==> src/rtl/wb_alu_pkg.sv <==
// Shared types and constants for the Wishbone ALU block.
// Holds opcodes, register map, FSM states and op helpers.
package wb_alu_pkg;

  typedef enum logic [2:0] {
    OP_ADD  = 3'd0,
    OP_SUB  = 3'd1,
    OP_AND  = 3'd2,
    OP_OR   = 3'd3,
    OP_XOR  = 3'd4,
    OP_XNOR = 3'd5,
    OP_MUL  = 3'd6,
    OP_RSV  = 3'd7
  } alu_op_e;

  typedef enum logic [1:0] {
    S_IDLE = 2'd0,
    S_EXEC = 2'd1,
    S_MUL  = 2'd2,
    S_FIN  = 2'd3
  } alu_state_e;

  localparam logic [7:0] OFF_OPA    = 8'h00;
  localparam logic [7:0] OFF_OPB    = 8'h04;
  localparam logic [7:0] OFF_CTRL   = 8'h08;
  localparam logic [7:0] OFF_STATUS = 8'h0C;
  localparam logic [7:0] OFF_RES_LO = 8'h10;
  localparam logic [7:0] OFF_RES_HI = 8'h14;
  localparam logic [7:0] OFF_IRQ_EN = 8'h18;

  localparam int MUL_ITERS = 32;

  // Merge write data into a register byte by byte
  function automatic logic [31:0] bmerge(
    input logic [31:0] old_v,
    input logic [31:0] new_v,
    input logic [3:0]  sel
  );
    logic [31:0] r;
    r = old_v;
    for (int i = 0; i < 4; i++) begin
      if (sel[i]) r[8*i +: 8] = new_v[8*i +: 8];
    end
    return r;
  endfunction

  // Single-cycle ops; {hi, lo}, hi[0] carries carry/borrow
  function automatic logic [63:0] alu_simple(
    input alu_op_e     op,
    input logic [31:0] a,
    input logic [31:0] b
  );
    logic [32:0] s;
    logic [63:0] r;
    s = '0;
    r = '0;
    case (op)
      OP_ADD: begin
        s = {1'b0, a} + {1'b0, b};
        r = {31'b0, s};
      end
      OP_SUB: begin
        s = {1'b0, a} - {1'b0, b};
        r = {31'b0, s};
      end
      OP_AND:  r = {32'b0, a & b};
      OP_OR:   r = {32'b0, a | b};
      OP_XOR:  r = {32'b0, a ^ b};
      OP_XNOR: r = {32'b0, ~(a ^ b)};
      default: r = '0;
    endcase
    return r;
  endfunction

endpackage

==> src/rtl/alu_mul_seq.sv <==
// Sequential shift-add multiplier, unsigned 32x32->64.
// Runs MUL_ITERS cycles after a start pulse.
module alu_mul_seq
  import wb_alu_pkg::*;
(
  input  logic        i_clk,
  input  logic        i_rst_n,
  input  logic        i_start,
  input  logic [31:0] i_a,
  input  logic [31:0] i_b,
  output logic        o_done,
  output logic [63:0] o_prod
);

  logic [63:0] r_acc;
  logic [63:0] r_mcand;
  logic [31:0] r_mplier;
  logic [5:0]  r_cnt;
  logic        r_run;

  // Done is high during the cycle of the last iteration
  assign o_done = r_run & (r_cnt == 6'd1);
  assign o_prod = r_acc;

  // Load operands on start, then one add-shift step per cycle
  always_ff @(posedge i_clk or negedge i_rst_n) begin
    if (!i_rst_n) begin
      r_acc    <= '0;
      r_mcand  <= '0;
      r_mplier <= '0;
      r_cnt    <= '0;
      r_run    <= 1'b0;
    end else if (i_start) begin
      r_acc    <= '0;
      r_mcand  <= {32'b0, i_a};
      r_mplier <= i_b;
      r_cnt    <= 6'(MUL_ITERS);
      r_run    <= 1'b1;
    end else if (r_run) begin
      if (r_mplier[0]) r_acc <= r_acc + r_mcand;
      r_mcand  <= r_mcand << 1;
      r_mplier <= r_mplier >> 1;
      r_cnt    <= r_cnt - 6'd1;
      if (r_cnt == 6'd1) r_run <= 1'b0;
    end
  end

endmodule

==> src/rtl/wb_alu_xor_core.sv <==
// Wishbone slave ALU: operand regs, control FSM,
// sequential multiplier and a level done interrupt.
module wb_alu_xor_core
  import wb_alu_pkg::*;
#(
  parameter logic [31:0] BASE_ADDR = 32'h3000_0000
) (
  input  logic        wb_clk_i,
  input  logic        wb_rst_n,
  input  logic        wbs_stb_i,
  input  logic        wbs_cyc_i,
  input  logic        wbs_we_i,
  input  logic [3:0]  wbs_sel_i,
  input  logic [31:0] wbs_adr_i,
  input  logic [31:0] wbs_dat_i,
  output logic        wbs_ack_o,
  output logic [31:0] wbs_dat_o,
  output logic [2:0]  irq
);

  logic        r_ack;
  logic [31:0] r_dat;
  logic [31:0] r_opa;
  logic [31:0] r_opb;
  logic        r_irq_en;
  logic        r_irq;

  alu_state_e  r_state;
  alu_op_e     r_op;
  logic [31:0] r_a;
  logic [31:0] r_b;
  logic [31:0] r_res_lo;
  logic [31:0] r_res_hi;
  logic        r_done;
  logic        r_err;

  logic        w_dec;
  logic        w_wr;
  logic        w_rd;
  logic [7:0]  w_off;
  logic        w_sel_lo;
  logic        w_start;
  logic        w_go;
  logic        w_mul_go;
  logic        w_stat_wr;
  logic        w_busy;
  logic        w_fin;
  logic        w_mul_done;
  logic [63:0] w_prod;
  logic [63:0] w_simple;
  logic [31:0] w_rdata;

  assign w_dec = wbs_stb_i & wbs_cyc_i & ~r_ack &
                 (wbs_adr_i[31:8] == BASE_ADDR[31:8]);
  assign w_wr     = w_dec & wbs_we_i;
  assign w_rd     = w_dec & ~wbs_we_i;
  assign w_off    = wbs_adr_i[7:0];
  assign w_sel_lo = |wbs_sel_i[1:0];
  assign w_start  = w_wr & w_sel_lo &
                    (w_off == OFF_CTRL) & wbs_dat_i[8];
  assign w_go     = w_start & (r_state == S_IDLE);
  assign w_mul_go = w_go & (wbs_dat_i[2:0] == OP_MUL);
  assign w_stat_wr = w_wr & w_sel_lo & (w_off == OFF_STATUS);
  assign w_busy   = (r_state != S_IDLE);
  assign w_fin    = (r_state == S_FIN);
  assign w_simple = alu_simple(r_op, r_a, r_b);

  assign wbs_ack_o = r_ack;
  assign wbs_dat_o = r_dat;
  assign irq       = {2'b00, r_irq};

  alu_mul_seq u_mul (
    .i_clk   (wb_clk_i),
    .i_rst_n (wb_rst_n),
    .i_start (w_mul_go),
    .i_a     (r_opa),
    .i_b     (r_opb),
    .o_done  (w_mul_done),
    .o_prod  (w_prod)
  );

  // Read data mux; unmapped and write-only offsets read as zero
  always_comb begin
    w_rdata = '0;
    case (w_off)
      OFF_OPA:    w_rdata = r_opa;
      OFF_OPB:    w_rdata = r_opb;
      OFF_STATUS: w_rdata = {29'b0, r_err, r_done, w_busy};
      OFF_RES_LO: w_rdata = r_res_lo;
      OFF_RES_HI: w_rdata = r_res_hi;
      OFF_IRQ_EN: w_rdata = {31'b0, r_irq_en};
      default:    w_rdata = '0;
    endcase
  end

  // Bus side: single-cycle ack, read capture, operand writes
  always_ff @(posedge wb_clk_i or negedge wb_rst_n) begin
    if (!wb_rst_n) begin
      r_ack    <= 1'b0;
      r_dat    <= '0;
      r_opa    <= '0;
      r_opb    <= '0;
      r_irq_en <= 1'b0;
    end else begin
      r_ack <= w_dec;
      r_dat <= w_rd ? w_rdata : 32'h0;
      if (w_wr && w_off == OFF_OPA)
        r_opa <= bmerge(r_opa, wbs_dat_i, wbs_sel_i);
      if (w_wr && w_off == OFF_OPB)
        r_opb <= bmerge(r_opb, wbs_dat_i, wbs_sel_i);
      if (w_wr && w_off == OFF_IRQ_EN && wbs_sel_i[0])
        r_irq_en <= wbs_dat_i[0];
    end
  end

  // Control FSM with result, done and err registers
  always_ff @(posedge wb_clk_i or negedge wb_rst_n) begin
    if (!wb_rst_n) begin
      r_state  <= S_IDLE;
      r_op     <= OP_ADD;
      r_a      <= '0;
      r_b      <= '0;
      r_res_lo <= '0;
      r_res_hi <= '0;
      r_done   <= 1'b0;
      r_err    <= 1'b0;
    end else begin
      // w1c first so a same-cycle set below wins
      if (w_stat_wr && wbs_dat_i[1]) r_done <= 1'b0;
      if (w_stat_wr && wbs_dat_i[2]) r_err  <= 1'b0;
      if (w_start && w_busy) r_err <= 1'b1;
      case (r_state)
        S_IDLE: begin
          if (w_go) begin
            r_op    <= alu_op_e'(wbs_dat_i[2:0]);
            r_a     <= r_opa;
            r_b     <= r_opb;
            r_state <= w_mul_go ? S_MUL : S_EXEC;
          end
        end
        S_EXEC: r_state <= S_FIN;
        S_MUL: begin
          if (w_mul_done) r_state <= S_FIN;
        end
        S_FIN: begin
          if (r_op == OP_MUL) begin
            r_res_lo <= w_prod[31:0];
            r_res_hi <= w_prod[63:32];
          end else begin
            r_res_lo <= w_simple[31:0];
            r_res_hi <= w_simple[63:32];
          end
          if (r_op == OP_RSV) r_err <= 1'b1;
          r_done  <= 1'b1;
          r_state <= S_IDLE;
        end
        default: r_state <= S_IDLE;
      endcase
    end
  end

  // Registered level interrupt
  always_ff @(posedge wb_clk_i or negedge wb_rst_n) begin
    if (!wb_rst_n) r_irq <= 1'b0;
    else           r_irq <= r_done & r_irq_en;
  end

  logic w_unused;
  assign w_unused = w_fin;

endmodule
==> config.mk <==
export PLATFORM = sky130hd
export DESIGN_NAME = wb_alu_xor_core
export DESIGN_NICKNAME = d
export VERILOG_FILES = /design/src/rtl/wb_alu_pkg.sv /design/src/rtl/alu_mul_seq.sv /design/src/rtl/wb_alu_xor_core.sv
export SDC_FILE = /design/constraint.sdc
export NUM_CORES = 1
export LEC_CHECK = 0
export ABC_AREA = 1
export CAP_MARGIN = 20
export CORE_MARGIN = 2
export CORE_UTILIZATION = 50
export CTS_CLUSTER_DIAMETER = 40
export CTS_CLUSTER_SIZE = 24
export DETAILED_ROUTE_END_ITERATION = 16
export GPL_TIMING_DRIVEN = 0
export HOLD_SLACK_MARGIN = 0.12
export PLACE_DENSITY = 0.68
export SLEW_MARGIN = 30
export SYNTH_ARGS = -nofsm -noshare
export SYNTH_HDL_FRONTEND = slang
export SYNTH_SLANG_ARGS = --single-unit
==> constraint.sdc <==
create_clock -name wb_clk_i -period 3.75 [get_ports wb_clk_i]
set_input_delay 0.9375 -clock wb_clk_i [delete_from_list [all_inputs] [get_ports wb_clk_i]]
set_output_delay 0.9375 -clock wb_clk_i [all_outputs]
set_load 0.01 [all_outputs]
==> metrics.txt, run 1 <==
prevailing post-synth register cell dfrtp_1; Syn. warnings 0; CORE AREA 55,100 µm²; RSZ-0062 raised after global routing true; status finished clean; io pins 109; PortBufs 105; row count 86; worst r2r path cells 21; first-pass GRT wire length 158 mm; die width 240 µm; CP endpoint kind flip-flop; nets@finish 4,598; Mapped Avg Cell Area 6.70 µm²; FF-to-FF setup slack 0.11 ns; Final Cycle Share 0.970; initial antenna violation count 1; worst slew pin tran 0.962 ns; CP startpoint kind flip-flop; H-Tree Depth 3; PnR worst setup slack 0.111 ns; fmax 275 MHz; crit path kind reg2reg; clk root buf clkbuf_16; maximum clock path buffer count 3; Worst Skew 0.0314 ns; clock transition at the registers of the reported paths 0.06 ns; Initial Utilization 0.506; Synth cell types 50; CP most frequent cell nand2_1; initial drt markers 2,661; CTS Sinks 401; count of state elements after synthesis 401; leakage power 0.0179 µW; worst r2r dst r_res_hi[0]; Final Max Tran Viols 0; worst stage delay on the critical path 0.39 ns; min Tclk post-route 3.64 ns; commonest non-fill, non-tap cell in the layout nand2_1; share of layout cells above drive strength 1 0.0591; CTS Buf Count 70; CP bufs+invs 3; vias in the first global route 26,700; crit path max fanout 5; Relative slew margins 0.359; largest net degree at the start of global routing 84; launching point of the worst reg2reg path r_b[1]; GP Congestion 1.04; routed len/inst 20.4 µm; worst vdd ir 0.000327 V; power per cell area 345 nW/µm²; max_cap viols 0; Post-synth ARST share 1.00; Sequential Area 10,000 µm²; number of routed nets with antenna violations 0; CP max-delay cell dfrtp_1; Non-Filler Instances 5,163; Synth Instances 4,162; Post-Route WL 105 mm; worst hold path class in2async; TritonRoute pass-1 iters 6; register area share after synthesis 0.360; most frequent cells in the layout 1,402 x nand2_1, 729 x inv_1, 401 x dfrtp_1, 294 x o21ai_0, 259 x nor2_1; Setup TNS Final 0 ns; Final Hold Fails 0; Die ar. 57,600 µm²; Worst-Skew Late Latency 0.64 ns; delay-heaviest family, CP simple AND/OR/NAND/NOR gates; final setup vio count 0; CP arrival 4.19 ns; Post-synth EDFFs 0; Synth Cell Area 27,900 µm²; Die H 240 µm; vias per inst 5.46; Worst Path Required 4.30 ns; worst slack at placement -0.498 ns; aggregate global routing overflow 0; CTS tree built; Fillers 5,313; routed vias 28,200; Post-DP HPWL 84.1 mm; area of the multi-input gates 14,700 µm²; CTS Hold Bufs 0; critical path, cell by cell inv_2, ha_1, inv_1, nor3_4, inv_2, nor2_4, nand2_2, nor2_4, nand3_4, o21ai_4, nand2_1, xor2_1, ha_1, nand2_2, nor3_2, nand2_1, nor3_1, nand2_1, nand3b_1, nand3_4, a21oi_2; dpl cells 5,022; All-Layer GR Usage 0.368; # DRC 0; Layout Area Growth over Synthesis 18.0%
-- through the flow --
stage	hold slack (ns)	instance area, µm²	power, µW	utilization
floorplan	0.436	27900	4440	-
global placement	0.470	29900	4630	0.542
detailed placement	0.472	30000	4640	0.545
CTS	0.231	32600	11400	0.592
global route	0.271	32900	11600	0.597
finish	0.226	32900	11300	0.597
-- Yosys cell counts, drive strengths merged (3+ instances only) --
cell type,n,area [µm²]
nor4,6,37.5
xnor2,5,43.8
and2,4,25.0
dfrtp,401,10000
o2111ai,3,26.3
o211ai,35,263
o22ai,25,163
nand4,57,363
nand3,260,1310
clkbuf,96,360
a221oi,33,289
o21ai,300,1500
nand2,1408,5290
a211oi,9,67.6
nor3,30,150
or2,25,156
and3,4,25.0
nor2,271,1030
nand3b,33,248
buf,41,240
o31ai,7,52.6
o21bai,10,75.1
a31oi,4,25.0
xor2,61,534
inv,734,2760
ha,166,2080
a21oi,119,596
-- layout make-up --
type / instances / share of cell area
Timing Repair Buffer: 122 / 0.0390
Clock inverter: 46 / 0.0178
Inverter: 736 / 0.0840
Sequential cell: 401 / 0.305
Tap cell: 748 / 0.0285
Multi-Input combinational cell: 2889 / 0.448
Clock buffer: 83 / 0.0588
Buffer: 137 / 0.0184
Antenna cell: 1 / 0.0000761
-- routing by layer --
| metal | up-vias | part of all wire | track usage |
|---|---|---|---|
| met4 | 2 | 0.062 | 0.209 |
| met5 | - | 0.00012 | 0 |
| met3 | 295 | 0.076 | 0.0550 |
| met2 | 1232 | 0.45 | 0.598 |
| met1 | 13200 | 0.41 | 0.471 |
| li1 | 13500 | - | - |
-- where the power goes --
| part | internal [µW] | switching, µW |
|---|---|---|
| clock network | 4220 | 2570 |
| logic | 89.9 | 142 |
| registers | 4330 | 0.0451 |
| total | 8640 | 2710 |
-- state kept, by name (all words and copies together), names as in the netlist, 2 cells and up --
register,cells
r_res_lo,32
u_mul.r_cnt,6
r_a,32
r_state,2
wbs_dat_o,32
r_op,3
r_res_hi,32
u_mul.o_prod,64
r_opb,32
u_mul.r_mcand,64
r_b,32
r_opa,32
u_mul.r_mplier,32
-- how the worst max path moves through the flow --
stage	to	slack [ns]	from	cells after the start
floorplan	r_res_lo[31]	0.65	r_b[0]	24
global placement	u_mul.r_mplier[20]	-16.49	wb_rst_n	1
detailed placement	r_res_lo[29]	-0.50	r_op[2]	21
CTS	r_res_hi[0]	0.007	r_b[0]	21
global route	r_res_hi[0]	-0.05	r_b[0]	21
finish	r_res_hi[0]	0.11	r_b[1]	21
-- cell families after synthesis --
| family | share of synthesized area |
|---|---|
| AND/OR/NAND/NOR | 0.310 |
| adder cells (fa/ha/maj) | 0.0760 |
| buffers and inverters | 0.121 |
| other | 0.000135 |
| AO/OA/AOI/OAI | 0.112 |
| flip-flops | 0.360 |
| XOR/XNOR | 0.0207 |
-- timing repair --
action	4_1_cts	5_1_grt
pin swaps	4	15
resized for setup	16	51
setup buffers	3	8
setup endpoints to repair	29	23
-- worst reg2reg max path: stages, from the launching register on --
cell and delay [ns]:
dfrtp_1 0.39, inv_2 0.11, ha_1 0.18, inv_1 0.08, nor3_4 0.14, inv_2 0.08, nor2_4 0.16, nand2_2 0.10
nor2_4 0.19, nand3_4 0.11, o21ai_4 0.21, nand2_1 0.12, xor2_1 0.17, ha_1 0.37, nand2_2 0.10, nor3_2 0.25
nand2_1 0.14, nor3_1 0.15, nand2_1 0.10, nand3b_1 0.15, nand3_4 0.14, a21oi_2 0.16
Note: power is estimated with default switching activity, not from simulation.
==> run 2: changes to the inputs <==
--- a/config.mk
+++ b/config.mk
@@ -7,6 +7,7 @@
 export LEC_CHECK = 0
 export ABC_AREA = 1
 export CAP_MARGIN = 20
+export CORE_ASPECT_RATIO = 0.6
 export CORE_MARGIN = 2
 export CORE_UTILIZATION = 50
 export CTS_CLUSTER_DIAMETER = 40
==> run 2 against run 1 <==
Net effect: the run now ends with negative setup slack left; first-iteration DRC count rose by 55%; setup slack got worse by 0.14 ns; non-clock buffer count grew 3; core utilization grew 0.081 points; combinational power up 3%; die area increased by 0.11%; worst hold slack better by 0.066 ns; global-route usage is 3.7 points higher; sequential power hardly changed; cell count is 0.66% lower.
==> metrics.txt, run 2 (same netlist as run 1, synthesis figures left out) <==
Worst Hold Slack 0.292 ns (was 0.226 ns); RSZ-0062 raised after global routing true (unchanged); CP startpoint r_b[0] (was r_b[1]); Post-DP HPWL 96.1 mm (was 84.1 mm); clock transition at the registers of the reported paths 0.08 ns (was 0.06 ns); Worst Skew 0.0185 ns (was 0.0314 ns); dpl cells 5,022 (unchanged); most frequent cells in the layout 1,374 x nand2_1, 724 x inv_1, 400 x dfrtp_1, 290 x o21ai_0, 245 x nand3_1 (was 1,402 x nand2_1, 729 x inv_1, 401 x dfrtp_1, 294 x o21ai_0, 259 x nor2_1); Fillers 5,311 (was 5,313); min Tclk post-route 3.78 ns (was 3.64 ns); Worst-Skew Late Latency 0.63 ns (was 0.64 ns); share of layout cells above drive strength 1 0.0719 (was 0.0591); worst hold path class in2async (unchanged); GP Congestion 1.05 (was 1.04); Post-Route WL 117 mm (was 105 mm); worst vdd ir 0.000364 V (was 0.000327 V); diode count 0 (was 1); initial drt markers 4,136 (was 2,661); vias in the first global route 26,100 (was 26,700); Die ar. 57,700 µm² (was 57,600 µm²); die width 309 µm (was 240 µm); leakage power 0.0177 µW (was 0.0179 µW); TritonRoute pass-1 iters 8 (was 6); CTS tree built (unchanged); Final Hold Fails 0 (unchanged); Final Max Tran Viols 0 (unchanged); initial antenna violation count 4 (was 1); Relative slew margins 0.299 (was 0.359); PortBufs 105 (unchanged); vias per inst 5.63 (was 5.46); CTS Sinks 401 (unchanged); final instance area 32,600 µm² (was 32,900 µm²); crit path max fanout 4 (was 5); number of routed nets with antenna violations 0 (unchanged); # DRC 0 (unchanged); final setup vio count 2 (was 0); max_cap viols 0 (unchanged); Die H 187 µm (was 240 µm); H-Tree Depth 2 (was 3); row count 66 (was 86); launching point of the worst reg2reg path r_b[0] (was r_b[1]); worst slew pin tran 1.05 ns (was 0.962 ns); CP arrival 4.34 ns (was 4.19 ns); io pins 109 (unchanged); CP startpoint kind flip-flop (unchanged); critical path, cell by cell inv_2, ha_4, inv_2, nor3_4, inv_2, nor2_4, nand2_4, nor2_4, nand2_4, o31ai_4, xor2_1, ha_1, nand2_2, nor2_4, buf_6, nand2_8, nor3_4, nand2_1, nand3b_1, nand3_4, a21oi_2 (was inv_2, ha_1, inv_1, nor3_4, inv_2, nor2_4, nand2_2, nor2_4, nand3_4, o21ai_4, nand2_1, xor2_1, ha_1, nand2_2, nor3_2, nand2_1, nor3_1, nand2_1, nand3b_1, nand3_4, a21oi_2); CP endpoint kind flip-flop (unchanged); CORE AREA 54,600 µm² (was 55,100 µm²); status complete, but fails checks (was finished clean); worst stage delay on the critical path 0.42 ns (was 0.39 ns); largest net degree at the start of global routing 88 (was 84); Layout Area Growth over Synthesis 17.1% (was 18.0%); Worst Path Required 4.31 ns (was 4.30 ns); commonest non-fill, non-tap cell in the layout nand2_1 (unchanged); CP max-delay cell dfrtp_1 (unchanged); fmax 264 MHz (was 275 MHz); CP bufs+invs 4 (was 3); maximum clock path buffer count 3 (unchanged); first-pass GRT wire length 171 mm (was 158 mm); Setup TNS Final -0.0395 ns (was 0 ns); nets@finish 4,581 (was 4,598); fin util 0.598 (was 0.597); aggregate global routing overflow 0 (unchanged); PnR worst setup slack -0.0315 ns (was 0.111 ns); Final Cycle Share 1.01 (was 0.970); violated checks negative setup slack; CTS Buf Count 50 (was 70); All-Layer GR Usage 0.405 (was 0.368); Non-Filler Instances 5,129 (was 5,163); power per cell area 302 nW/µm² (was 345 nW/µm²); cell area after placement 30,000 µm² (about the same); delay-heaviest family, CP simple AND/OR/NAND/NOR gates (unchanged); routed vias 28,900 (was 28,200); crit path kind reg2reg (unchanged); routed len/inst 22.9 µm (was 20.4 µm); clk root buf clkbuf_16 (unchanged); Initial Utilization 0.511 (was 0.506)
run 2: changes by cell type in the layout (fill, tap and decap cells not counted), moves of 8 or more:
cell	delta
a21oi_1	-8
clkbuf_16	-19
nor2_2	+14
clkinvlp_4	-8
ha_1	-10
nand2_1	-28
nor2_1	-19
nand2_2	+20
run 2: cell type report:
class,instances,area [µm²],area share
Inverter,736,2760,0.0847
Clock inverter,32,405,0.0124
Clock buffer,61,1430,0.0437
Buffer,137,613,0.0188
Timing Repair Buffer,125,1320,0.0405
Sequential cell,401,10000,0.308
Tap cell,748,936,0.0287
Multi-Input combinational cell,2889,15100,0.464
run 2: where the power goes:
part	switching, µW	internal, µW	leakage (µW)
Combinational	150	89.8	0.0116
Clock	2370	2930	0.000892
Sequential	0.0558	4320	0.00523
Total	2520	7340	0.0177
run 2: through the flow:
step / setup WS, ns / total power, µW
after floorplan: 0.648 / 4440
after global placement: -16.52 / 4640
after detailed placement: -0.999 / 4650
after CTS: 0.00231 / 9890
after global routing: -0.119 / 10100
final: -0.0315 / 9870
run 2: path summary, 6_finish.rpt:
path,endpoint,cells after the start,slack [ns]
min reg2reg,r_res_hi[30],2,0.50
max in group asynchronous,u_mul.r_mcand[41],4,2.16
max reg2reg,r_res_hi[0],21,-0.03
max,r_res_hi[0],21,-0.03
min,r_a[26],2,0.29
min in group wb_clk_i,r_res_hi[30],2,0.50
run 2: routing by layer:
layer,routed length (µm),vias up,global-route usage
li1,-,13500,-
met1,55000,13600,0.645
met2,38900,1699,0.457
met3,21300,141,0.216
met4,2020,4,0.0756
met5,229,-,0
run 2: what timing repair did:
action / 4_1_cts / 5_1_grt
hold buffers: 0 / 0
endpoints found under the hold margin: 0 / 0
gates cloned: 0 / 0
setup endpoints to repair: 29 / 25
pin swaps: 10 / 35
resized for setup: 56 / 126
setup buffers: 6 / 7
